`src/rtl/alu_seq.sv`:
```
// Sequential signed ALU: add/sub/shl/sar in one cycle, shift-add multiply over W cycles.
// Results are sign-extended to 2*W bits and held until the consumer accepts them.
module alu_seq #(
  parameter int W = 8
) (
  input  logic             clk,
  input  logic             rst_n,
  input  logic             in_valid,
  output logic             in_ready,
  input  logic [W-1:0]     op1,
  input  logic [W-1:0]     op2,
  input  logic [2:0]       opcode,
  output logic             out_valid,
  input  logic             out_ready,
  output logic [2*W-1:0]   result,
  output logic             ovf,
  output logic             err
);
  localparam int RW = 2 * W;
  localparam int CW = $clog2(W + 1);

  typedef enum logic [1:0] {IDLE, MUL, DONE} state_t;
  state_t state, state_n;

  logic [RW-1:0] result_n, mcand, mcand_n, acc, acc_n, sum;
  logic [W-1:0]  mplier, mplier_n, mag1, mag2;
  logic [CW-1:0] cnt, cnt_n;
  logic          sign, sign_n, ovf_n, err_n;
  logic [RW-1:0] ext1, ext2, shl_v;
  logic [31:0]   amt;

  assign ext1  = {{W{op1[W-1]}}, op1};
  assign ext2  = {{W{op2[W-1]}}, op2};
  assign amt   = 32'(op2);
  assign shl_v = ext1 << amt;
  // Magnitude of -2^(W-1) is 2^(W-1), which still fits as an unsigned W-bit value.
  assign mag1  = op1[W-1] ? -op1 : op1;
  assign mag2  = op2[W-1] ? -op2 : op2;
  assign sum   = acc + (mplier[0] ? mcand : '0);

  always_comb begin
    state_n   = state;
    result_n  = result;
    ovf_n     = ovf;
    err_n     = err;
    mcand_n   = mcand;
    mplier_n  = mplier;
    acc_n     = acc;
    cnt_n     = cnt;
    sign_n    = sign;
    in_ready  = 1'b0;
    out_valid = 1'b0;
    case (state)
      IDLE: begin
        in_ready = 1'b1;
        if (in_valid) begin
          ovf_n   = 1'b0;
          err_n   = 1'b0;
          state_n = DONE;
          case (opcode)
            3'b000: result_n = ext1 + ext2;
            3'b001: result_n = ext1 - ext2;
            3'b010: begin
              if (op2[W-1]) begin
                result_n = '0;
                err_n    = 1'b1;
              end else if (amt >= 32'(RW)) begin
                result_n = '0;
                ovf_n    = |op1;
              end else begin
                result_n = shl_v;
                ovf_n    = ($signed(shl_v) >>> amt) != $signed(ext1);
              end
            end
            3'b011: begin
              if (op2[W-1]) begin
                result_n = '0;
                err_n    = 1'b1;
              end else if (amt >= 32'(RW)) begin
                result_n = {RW{op1[W-1]}};
              end else begin
                result_n = $signed(ext1) >>> amt;
              end
            end
            3'b100: begin
              mcand_n  = {{W{1'b0}}, mag1};
              mplier_n = mag2;
              acc_n    = '0;
              cnt_n    = CW'(W);
              sign_n   = op1[W-1] ^ op2[W-1];
              state_n  = MUL;
            end
            default: begin
              result_n = '0;
              err_n    = 1'b1;
            end
          endcase
        end
      end
      MUL: begin
        acc_n    = sum;
        mcand_n  = mcand << 1;
        mplier_n = mplier >> 1;
        cnt_n    = cnt - CW'(1);
        if (cnt == CW'(1)) begin
          result_n = sign ? -sum : sum;
          state_n  = DONE;
        end
      end
      DONE: begin
        out_valid = 1'b1;
        if (out_ready) state_n = IDLE;
      end
      default: state_n = IDLE;
    endcase
  end

  always_ff @(posedge clk or negedge rst_n) begin
    if (!rst_n) begin
      state  <= IDLE;
      result <= '0;
      ovf    <= 1'b0;
      err    <= 1'b0;
      mcand  <= '0;
      mplier <= '0;
      acc    <= '0;
      cnt    <= '0;
      sign   <= 1'b0;
    end else begin
      state  <= state_n;
      result <= result_n;
      ovf    <= ovf_n;
      err    <= err_n;
      mcand  <= mcand_n;
      mplier <= mplier_n;
      acc    <= acc_n;
      cnt    <= cnt_n;
      sign   <= sign_n;
    end
  end
endmodule

```
`config.mk`:
```
export PLATFORM = sky130hd
export DESIGN_NAME = alu_seq
export DESIGN_NICKNAME = d
export VERILOG_FILES = /design/src/rtl/alu_seq.sv
export SDC_FILE = /design/constraint.sdc
export NUM_CORES = 1
export LEC_CHECK = 0
export CORE_MARGIN = 5
export CORE_UTILIZATION = 50
export CTS_BUF_LIST = sky130_fd_sc_hd__clkbuf_8
export DETAILED_ROUTE_END_ITERATION = 8
export GPL_ROUTABILITY_DRIVEN = 0
export GPL_TIMING_DRIVEN = 1
export PLACE_DENSITY = 0.76
export SETUP_SLACK_MARGIN = 0.1
export SYNTH_ARGS = -nofsm -noshare
export SYNTH_HDL_FRONTEND = slang
export SYNTH_SLANG_ARGS = --single-unit
```
`constraint.sdc`:
```
create_clock -name clk -period 4.2 [get_ports clk]
set_input_delay 0.84 -clock clk [delete_from_list [all_inputs] [get_ports clk]]
set_output_delay 0.84 -clock clk [all_outputs]
set_load 0.02 [all_outputs]
```
==> impl_results.md, run 1 <==
* CP arrival at 4090 ps
* Startpoint types: flop
* Fillers at 1139
* PortBufs at 42
* Die Y at 124 um
* Layout cell share with drive strength beyond 1 at 11.9%
* Mapped Nets at 863
* Num CTS Buffers at 9
* CTS H-tree depth at 3
* Adder-Cell Fraction of Synth Area at 7.87%
* Worst EP required at 4440 ps
* Max-cap violations at 0
* Hold Crit Class: flop to flop
* Antenna Cells at 0
* Critical path class: flop to flop
* Synthesis-to-finish area growth at 14.4%
* Via Count at 6668
* Non-Filler Instances at 1015
* FMAX at 260 MHz
* TritonCTS Sinks at 65
* Initial Util at 51.2%
* Mux share of post-synthesis cell area at 6.67%
* DRT iter0 DRCs at 1063
* Minimum period implied by the final worst setup slack at 3850 ps
* Die width at 124 um
* Sequential fraction of the synthesis area at 25.1%
* Synth Area in Compound Gates at 29.0%
* Core ar. at 0.0127 mm^2
* Pre-antenna DRT Iters at 7
* Synth area leaders: dfrtp_1, ha_1, o21ai_0, xnor2_1, nand2_1
* Fin. max-slew vios at 0
* RSZ-0062 raised after global routing: no
* Power density cells at 454 mW/mm^2
* Post-DRT Antenna Nets at 0
* Final Hold Viols at 0
* Clk Latency, worst-skew pair at 370 ps
* Worst vdd ir at 0.000189 V
* RR Endpoint: result[15]
* Hold depth at 2
* Rows at 41
* Post-synth top area share at 25.1%
* Worst R2R Path Depth at 12
* First-pass GRT wire length at 32.0 mm
* Setup Skew at 13.7 ps
* CP max FO at 9
* Clock buffer depth at 2
* Outcome: finished, final reports clean
* Rel. slew slack at 44.0%
* Post-Syn Instances at 801
* Lkg Pwr at 3.20 nW
* R2R setup slack at 350 ps
* Via density at 6.57
* Die footprint at 0.0154 mm^2
* Root Buffer: clkbuf_8
* Number of enable flip-flop cells after synthesis at 0
* Largest net degree at the start of global routing at 40
* Total Wirelength at 19.6 mm
* Clock slew at reported path FFs at 70 ps
* Post-synthesis simple-gate area fraction at 19.9%
* Synth Cell Area at 0.00649 mm^2
* Hpwl dp at 14.9 mm
* Number of global-route vias before repair at 6316
* Main synth FF type: dfrtp_1
* Hold EP: result[1]
* FFs w/ async S/R, synth at 100%
* GRT Residual Overflow at 0
* Yosys warns at 0
* Post-Synth XOR/XNOR Area at 6.19%
* Global Route Usage Sum at 26.2%
* Fin nets at 901
* # DRC at 0
* Period utilization at 91.7%
* Mapped Avg Cell Area at 8.10 um^2
* I/O Pins at 43
* Leading area contributor after synthesis: dfrtp_1
* Final Total Pwr at 0.00337 W
* Layout Utilization at 58.6%
* Initial antenna violation count at 0
* # hold bufs at CTS at 0
* Min-delay src: result[1]
* Commonest cells post-synth: nand2_1, o21ai_0, dfrtp_1
* Synthesized flop and latch total at 65
* CTS tree: done
* Reg-to-Reg Start: mplier[0]
* Sum Neg Setup Slack at 0 ps
* Routed WL per cell at 19.3 um
* Main combinational cell family by area after synthesis: compound AO/OA/AOI/OAI gates
* Worst-Margin Slew at 839 ps
* Setup crit end kind: flop
* Final setup violation count at 0
* Placed Cells at 998
* Post-synthesis cell type count at 80
[critical path, cell delays in order (launching register included)]
cell	delay, ps
dfrtp_2	470
and2_1	160
ha_1	220
fa_1	450
a211oi_2	240
o21bai_1	130
a2111o_1	470
nand2_1	90
xnor2_1	170
or4b_4	530
o41ai_4	360
xnor2_1	130
a221o_1	320
[report_power, final]
part	internal, W	total [W]	switching, W	leakage [nW]
Combinational	0.000808	0.00187	0.00106	2.26
Sequential	0.000837	0.00101	0.000178	0.854
Clock	0.000226	0.000485	0.000260	0.0895
Total	0.00187	0.00337	0.00150	3.20
[worst max path at each step]
stage                          from    endpoint  slack (ps)  depth (start not counted)
final                     mplier[0]  result[15]         350                         12
after global placement       op1[2]         ovf         190                         11
after CTS                 mplier[0]  result[15]         140                         12
after global routing      mplier[0]  result[15]         150                         12
after floorplan           mplier[0]  result[15]         560                         12
after detailed placement     op1[2]         ovf         150                         11
[state kept, by name, summed over array words and instances, names as in the netlist]
signal and count:
err 1, mplier 8, mcand 16, sign 1
result 16, ovf 1, acc 16, state 2
cnt 4
[stage by stage]
stage / hold WS, ps / setup WS [ps] / cell area (um^2)
2_1_floorplan: 450 / 560 / 6490
3_3_place_gp: 460 / 188 / 7230
3_5_place_dp: 476 / 148 / 7230
4_1_cts: 491 / 136 / 7400
5_1_grt: 515 / 145 / 7420
6_report: 483 / 348 / 7420
[layer usage]
layer / part of all wire, % / wire length, um / GRT usage, %
met3: 11 / 2100 / 5.45
met1: 41 / 8100 / 35.6
met2: 43 / 8510 / 40.1
met5: 0 / 0 / 0
met4: 4.8 / 934 / 11.6
[cell families (layout without fill, tap and decap cells)]
kind of cell / after synthesis / count (layout)
xor+xnor: 45 / 45
buf+inv: 86 / 128
compound gates: 275 / 275
mux: 30 / 30
fa+ha+maj: 39 / 39
simple gates: 261 / 261
flops: 65 / 65
[what timing repair did]
action / in CTS / in global routing
buffers inserted: 0 / 2
resized for setup: 0 / 2
setup endpoints to repair: 0 / 2
[cell type report]
class                      count  area [um^2]  share of cell area (%)
timing repair buffer          86          783                    10.5
tap                          172          215                    2.90
clock inverter                 5         33.8                   0.455
inverter                      27          101                    1.37
multi-input combinational    650         4530                    61.0
clock buffer                  10          138                    1.85
sequential                    65         1630                    21.9
[placed cells by master (no fill, tap or decap), drive strengths merged, types with 18 or more instances in the layout]
cell type      instances
nor3                  18
nor2                  63
xnor2                 35
clkdlybuf4s50         41
inv                   28
o21ai                 78
a22o                  22
a21oi                 53
and2                  19
buf                   45
dfrtp                 65
ha                    36
nand2                 78
Power figures use the tool's default switching activity.
==> run 2: changes to the inputs <==
--- a/config.mk
+++ b/config.mk
@@ -5,13 +5,16 @@
 export SDC_FILE = /design/constraint.sdc
 export NUM_CORES = 1
 export LEC_CHECK = 0
+export ABC_CLOCK_PERIOD_IN_PS = 4200
+export CELL_PAD_IN_SITES_DETAIL_PLACEMENT = 1
+export CELL_PAD_IN_SITES_GLOBAL_PLACEMENT = 1
 export CORE_MARGIN = 5
-export CORE_UTILIZATION = 50
+export CORE_UTILIZATION = 47
 export CTS_BUF_LIST = sky130_fd_sc_hd__clkbuf_8
 export DETAILED_ROUTE_END_ITERATION = 8
 export GPL_ROUTABILITY_DRIVEN = 0
 export GPL_TIMING_DRIVEN = 1
-export PLACE_DENSITY = 0.76
+export PLACE_DENSITY = 0.9
 export SETUP_SLACK_MARGIN = 0.1
 export SYNTH_ARGS = -nofsm -noshare
 export SYNTH_HDL_FRONTEND = slang
==> impl_results.md, run 2 (synthesis results as in run 1) <==
* Outcome: finished, final reports clean (unchanged)
* Layout cell share with drive strength beyond 1 at 11.6% (was 11.9%)
* Hpwl dp at 17.9 mm (was 14.9 mm)
* DRT iter0 DRCs at 846 (was 1063)
* CP max FO at 17 (was 9)
* RR Endpoint: result[15] (unchanged)
* CTS tree: done (unchanged)
* Max-cap violations at 0 (unchanged)
* Hold depth at 2 (unchanged)
* RSZ-0062 raised after global routing: yes (was no)
* Setup Skew at 14.5 ps (was 13.7 ps)
* Critical path class: flop to flop (unchanged)
* Worst EP required at 4450 ps (was 4440 ps)
* Die footprint at 0.0163 mm^2 (was 0.0154 mm^2)
* Initial Util at 47.3% (was 51.2%)
* Core ar. at 0.0137 mm^2 (was 0.0127 mm^2)
* Worst-Margin Slew at 1150 ps (was 839 ps)
* Routed WL per cell at 24.2 um (was 19.3 um)
* Rows at 43 (was 41)
* Largest regs: acc x16, mcand x16, result x16 (unchanged)
* Sum Neg Setup Slack at 0 ps (unchanged)
* Fin nets at 895 (was 901)
* Worst R2R Path Depth at 12 (unchanged)
* Startpoint types: flop (unchanged)
* Clock buffer depth at 2 (unchanged)
* Fin. max-slew vios at 0 (unchanged)
* Total Wirelength at 24.6 mm (was 19.6 mm)
* Hold EP: result[2] (was result[1])
* Power density cells at 479 mW/mm^2 (was 454 mW/mm^2)
* Die width at 128 um (was 124 um)
* Fillers at 1638 (was 1139)
* # DRC at 0 (unchanged)
* Lkg Pwr at 3.18 nW (was 3.20 nW)
* Post-CTS Setup Inserts at 0 (unchanged)
* Largest net degree at the start of global routing at 57 (was 40)
* Final setup margin at 222 ps (was 348 ps)
* Pre-antenna DRT Iters at 5 (was 7)
* Hold Crit Class: flop to flop (unchanged)
* Clk Latency, worst-skew pair at 370 ps (about the same)
* Minimum period implied by the final worst setup slack at 3980 ps (was 3850 ps)
* Via Count at 6997 (was 6668)
* Number of global-route vias before repair at 7240 (was 6316)
* Min-delay src: result[2] (was result[1])
* Worst vdd ir at 0.000229 V (was 0.000189 V)
* Most frequent cells in the layout: nand2_1, o21ai_0, dfrtp_1, nor2_1, a21oi_1 (was o21ai_0, nand2_1, dfrtp_1, nor2_1, a21oi_1)
* Reg-to-Reg Start: mplier[0] (unchanged)
* Antenna Cells at 0 (unchanged)
* GRT Residual Overflow at 0 (unchanged)
* Synthesis-to-finish area growth at 14.3% (was 14.4%)
* First-pass GRT wire length at 39.4 mm (was 32.0 mm)
* Num CTS Buffers at 9 (unchanged)
* Final Hold Viols at 0 (unchanged)
* CP arrival at 4230 ps (was 4090 ps)
* Root Buffer: clkbuf_8 (unchanged)
* PortBufs at 42 (unchanged)
* Commonest non-fill, non-tap cell in the layout: nand2_1
* Setup crit end kind: flop (unchanged)
* Global Route Usage Sum at 30.1% (was 26.2%)
* Initial antenna violation count at 0 (unchanged)
* Worst slack, placed at -12.2 ps (was 148 ps)
* R2R setup slack at 220 ps (was 350 ps)
* Via density at 6.87 (was 6.57)
* Period utilization at 94.7% (was 91.7%)
* FMAX at 251 MHz (was 260 MHz)
* Final setup violation count at 0 (unchanged)
* I/O Pins at 43 (unchanged)
* Post-DRT Antenna Nets at 0 (unchanged)
* Clock slew at reported path FFs at 90 ps (was 70 ps)
* Die Y at 128 um (was 124 um)
* TritonCTS Sinks at 65 (unchanged)
* CTS H-tree depth at 3 (unchanged)
* Rel. slew slack at 23.2% (was 44.0%)
==> run 2: changes by cell type in the layout (fill, tap and decap cells not counted), moves of 2 or more <==
cell     previous run  this run
inv_6               0         3
o21ai_1             0         2
buf_4              41        36
o21ai_0            78        76
==> run 2: power by group <==
group | switching (W) | leakage, nW | internal, W
combinational | 0.00116 | 2.22 | 0.000786
clock | 0.000291 | 0.103 | 0.000285
sequential | 0.000198 | 0.854 | 0.000837
==> run 2: routing by layer <==
metal  share of wire (%)  global-route usage, %
met1                  40                   39.0
met2                  46                   48.8
met5                   0                      0
met3                 9.5                   6.19
met4                 4.8                   13.1
==> run 2: per-stage QoR <==
step | cell area (um^2) | total power [W] | cells | utilization (%) | hold WS [ps]
2_1_floorplan | 6490 | 0.00223 | 801 | - | 450
3_3_place_gp | 7200 | 0.00276 | 1002 | 52.5 | 462
3_5_place_dp | 7200 | 0.00289 | 1002 | 52.5 | 477
4_1_cts | 7410 | 0.00352 | 1018 | 54.0 | 496
5_1_grt | 7420 | 0.00375 | 1018 | 54.1 | 524
6_report | 7420 | 0.00356 | 1018 | 54.1 | 488
==> run 2: repair_timing <==
item | CTS | global route
hold buffers | 0 | 0
resized for setup | 0 | 6
setup endpoints to repair | 0 | 6
==> run 2: cell type report <==
cell class	count	area (um^2)	share of cell area (%)
flip-flops and latches	65	1630	21.9
multi-input cells	650	4530	61.1
repair buffers	80	726	9.78
clock buffers	9	124	1.67
clock inverters	7	83.8	1.13
inverters	27	101	1.37
well taps	180	225	3.03
==> run 2: critical path: stages (launching register included) <==
cell      delay, ps
dfrtp_2         510
and2_1          180
ha_1            230
fa_1            460
a211oi_2        240
o21bai_1        150
a2111o_1        470
nand2_1          90
xnor2_1         180
or4b_4          540
o41ai_4         350
xnor2_1         110
a221o_1         330
==> run 2: how the worst max path moves through the flow <==
stage	cells after the start	from	endpoint	slack, ps
global placement	10	op2[5]	ovf	180
finish	12	mplier[0]	result[15]	220
floorplan	12	mplier[0]	result[15]	560
detailed placement	11	op1[4]	ovf	-10
CTS	12	mplier[0]	result[15]	110
global route	15	op1[0]	result[14]	90
==> run 3: changes to the inputs <==
--- a/config.mk
+++ b/config.mk
@@ -5,7 +5,7 @@
 export SDC_FILE = /design/constraint.sdc
 export NUM_CORES = 1
 export LEC_CHECK = 0
-export ABC_CLOCK_PERIOD_IN_PS = 4200
+export ABC_CLOCK_PERIOD_IN_PS = 4250
 export CELL_PAD_IN_SITES_DETAIL_PLACEMENT = 1
 export CELL_PAD_IN_SITES_GLOBAL_PLACEMENT = 1
 export CORE_MARGIN = 5
@@ -13,7 +13,7 @@
 export CTS_BUF_LIST = sky130_fd_sc_hd__clkbuf_8
 export DETAILED_ROUTE_END_ITERATION = 8
 export GPL_ROUTABILITY_DRIVEN = 0
-export GPL_TIMING_DRIVEN = 1
+export GPL_TIMING_DRIVEN = 0
 export PLACE_DENSITY = 0.9
 export SETUP_SLACK_MARGIN = 0.1
 export SYNTH_ARGS = -nofsm -noshare
==> constraint.sdc (replaced) <==
create_clock -name clk -period 4.25 [get_ports clk]
set_input_delay 0.85 -clock clk [delete_from_list [all_inputs] [get_ports clk]]
set_output_delay 0.85 -clock clk [all_outputs]
set_load 0.02 [all_outputs]
==> impl_results.md, run 3 (synthesis results as in run 1) <==
* Outcome: finished, final reports clean (unchanged)
* Setup crit end kind: flop (unchanged)
* CP max FO at 10 (was 17)
* M1 WL at 10.3 mm (was 9.79 mm)
* Core ar. at 0.0137 mm^2 (unchanged)
* Rel. slew slack at 43.1% (was 23.2%)
* Startpoint types: input pin (was flop)
* RSZ-0062 raised after global routing: yes (unchanged)
* Die Y at 128 um (unchanged)
* Hold WS at 485 ps (was 488 ps)
* DRT iter0 DRCs at 928 (was 846)
* Worst vdd ir at 0.000223 V (was 0.000229 V)
* FMAX at 241 MHz
* Final Total Pwr at 0.00339 W (was 0.00356 W)
* Lkg Pwr at 3.11 nW (was 3.18 nW)
* CP arrival at 4430 ps (was 4230 ps)
* DP Area at 0.00711 mm^2 (was 0.00720 mm^2)
* Minimum period implied by the final worst setup slack at 4150 ps
* Clk Latency, worst-skew pair at 370 ps (about the same)
* Fin nets at 914 (was 895)
* Worst-Margin Slew at 853 ps (was 1150 ps)
* Hpwl dp at 18.8 mm (was 17.9 mm)
* Final setup violation count at 0 (unchanged)
* Cell area after layout at 0.00738 mm^2 (was 0.00742 mm^2)
* Via density at 6.81 (was 6.87)
* Die width at 128 um (unchanged)
* Final Hold Viols at 0 (unchanged)
* GRT Residual Overflow at 0 (unchanged)
* CTS tree: done (unchanged)
* Layout Utilization at 53.8% (was 54.1%)
* Fin. max-slew vios at 0 (unchanged)
* Largest regs: acc x16, mcand x16, result x16 (unchanged)
* Post-DRT Antenna Nets at 0 (unchanged)
* Layout cell share with drive strength beyond 1 at 9.45% (was 11.6%)
* WL met2 at 11.7 mm (was 11.3 mm)
* First-pass GRT wire length at 39.8 mm (was 39.4 mm)
* Routed wire length on met3 at 1.96 mm (was 2.34 mm)
* CTS H-tree depth at 3 (unchanged)
* Pre-antenna DRT Iters at 5 (unchanged)
* Initial Util at 47.3% (unchanged)
* Antenna Cells at 0 (unchanged)
* # DRC at 0 (unchanged)
* Largest net degree at the start of global routing at 66 (was 57)
* Clock slew at reported path FFs at 80 ps (was 90 ps)
* Worst EP required at 4530 ps (was 4450 ps)
* Die footprint at 0.0163 mm^2 (unchanged)
* Number of global-route vias before repair at 7184 (was 7240)
* Setup Skew at 21.4 ps (was 14.5 ps)
* Hold Crit Class: flop to flop (unchanged)
* PortBufs at 40 (was 42)
* Post-CTS Setup Inserts at 0 (unchanged)
* Global Route Usage Sum at 30.7% (was 30.1%)
* Uppermost routed layer: met5 (was met4)
* Max-cap violations at 0 (unchanged)
* Num CTS Buffers at 9 (unchanged)
* Power density cells at 459 mW/mm^2 (was 479 mW/mm^2)
* Critical path class: input pin to flop (was flop to flop)
* Most frequent cells in the layout: nand2_1, o21ai_0, dfrtp_1, nor2_1, a21oi_1 (unchanged)
* Rows at 43 (unchanged)
* Total Wirelength at 24.8 mm (was 24.6 mm)
* Period utilization at 97.6%
* TritonCTS Sinks at 65 (unchanged)
* Via Count at 7062 (was 6997)
* Initial antenna violation count at 1 (was 0)
* Synthesis-to-finish area growth at 13.7% (was 14.3%)
* Root Buffer: clkbuf_8 (unchanged)
* Routed WL per cell at 23.9 um (was 24.2 um)
* Commonest non-fill, non-tap cell in the layout: nand2_1 (unchanged)
* Clock buffer depth at 2 (unchanged)
* I/O Pins at 43 (unchanged)
run 3: cell count changes in the layout (fill, tap and decap cells not counted), sizes merged:
cell	previous run	this run
clkbuf	9	60
buf	39	9
clkdlybuf4s50	41	38
clkinv	1	3
bufinv	1	0
dlymetal6s2s	0	1
inv	31	30
run 3: where the power goes:
| part | internal (W) | leakage [nW] | switching (W) |
|---|---|---|---|
| clock | 0.000206 | 0.0930 | 0.000263 |
| combinational | 0.000779 | 2.16 | 0.00114 |
| sequential | 0.000827 | 0.854 | 0.000171 |
run 3: final timing paths:
path	start	endpoint	slack, ps	depth (start not counted)
setup / recovery	op2[0]	ovf	100	11
setup reg to reg	mplier[0]	result[15]	290	12
max in group asynchronous	rst_n	mplier[0]	3060	1
min in group asynchronous	rst_n	acc[0]	600	1
hold / removal	result[1]	result[1]	490	2
hold reg to reg	result[1]	result[1]	490	2
run 3: area by class of cell:
class / count / area (um^2)
fillers: 1679 / 6340
clock buffers: 9 / 124
flip-flops and latches: 65 / 1630
multi-input cells: 650 / 4590
well taps: 180 / 225
clock inverters: 7 / 41.3
inverters: 27 / 101
repair buffers: 40 / 400
plain buffers: 59 / 270
run 3: worst max-delay path, stage by stage:
cell	delay [ps]
clkdlybuf4s50_1	540
buf_2	300
mux4_2	530
and2_1	190
a211oi_2	490
a2111oi_0	160
a21o_1	220
a221oi_1	300
a2111oi_0	130
or3b_2	510
a41oi_1	210
run 3: stage by stage:
stage / setup TNS (ps) / setup WS, ps / cells
floorplan: 0 / 610 / 801
global placement: -8240 / -1210 / 1021
detailed placement: -9530 / -1260 / 1021
CTS: 0 / 100 / 1037
global route: -1.30 / -1.30 / 1037
finish: 0 / 100 / 1037
run 3: per-layer routing:
layer  vias up  GRT usage, %
li1       3078             -
met4         2          11.5
met3        80          4.93
met2       400          50.2
met1      3502          41.0
met5         -             0
run 3: repair_timing:
action / 4_1_cts / 5_1_grt
hold buffers: 0 / 0
gates resized for setup: 7 / 32
setup endpoints to repair: 9 / 10
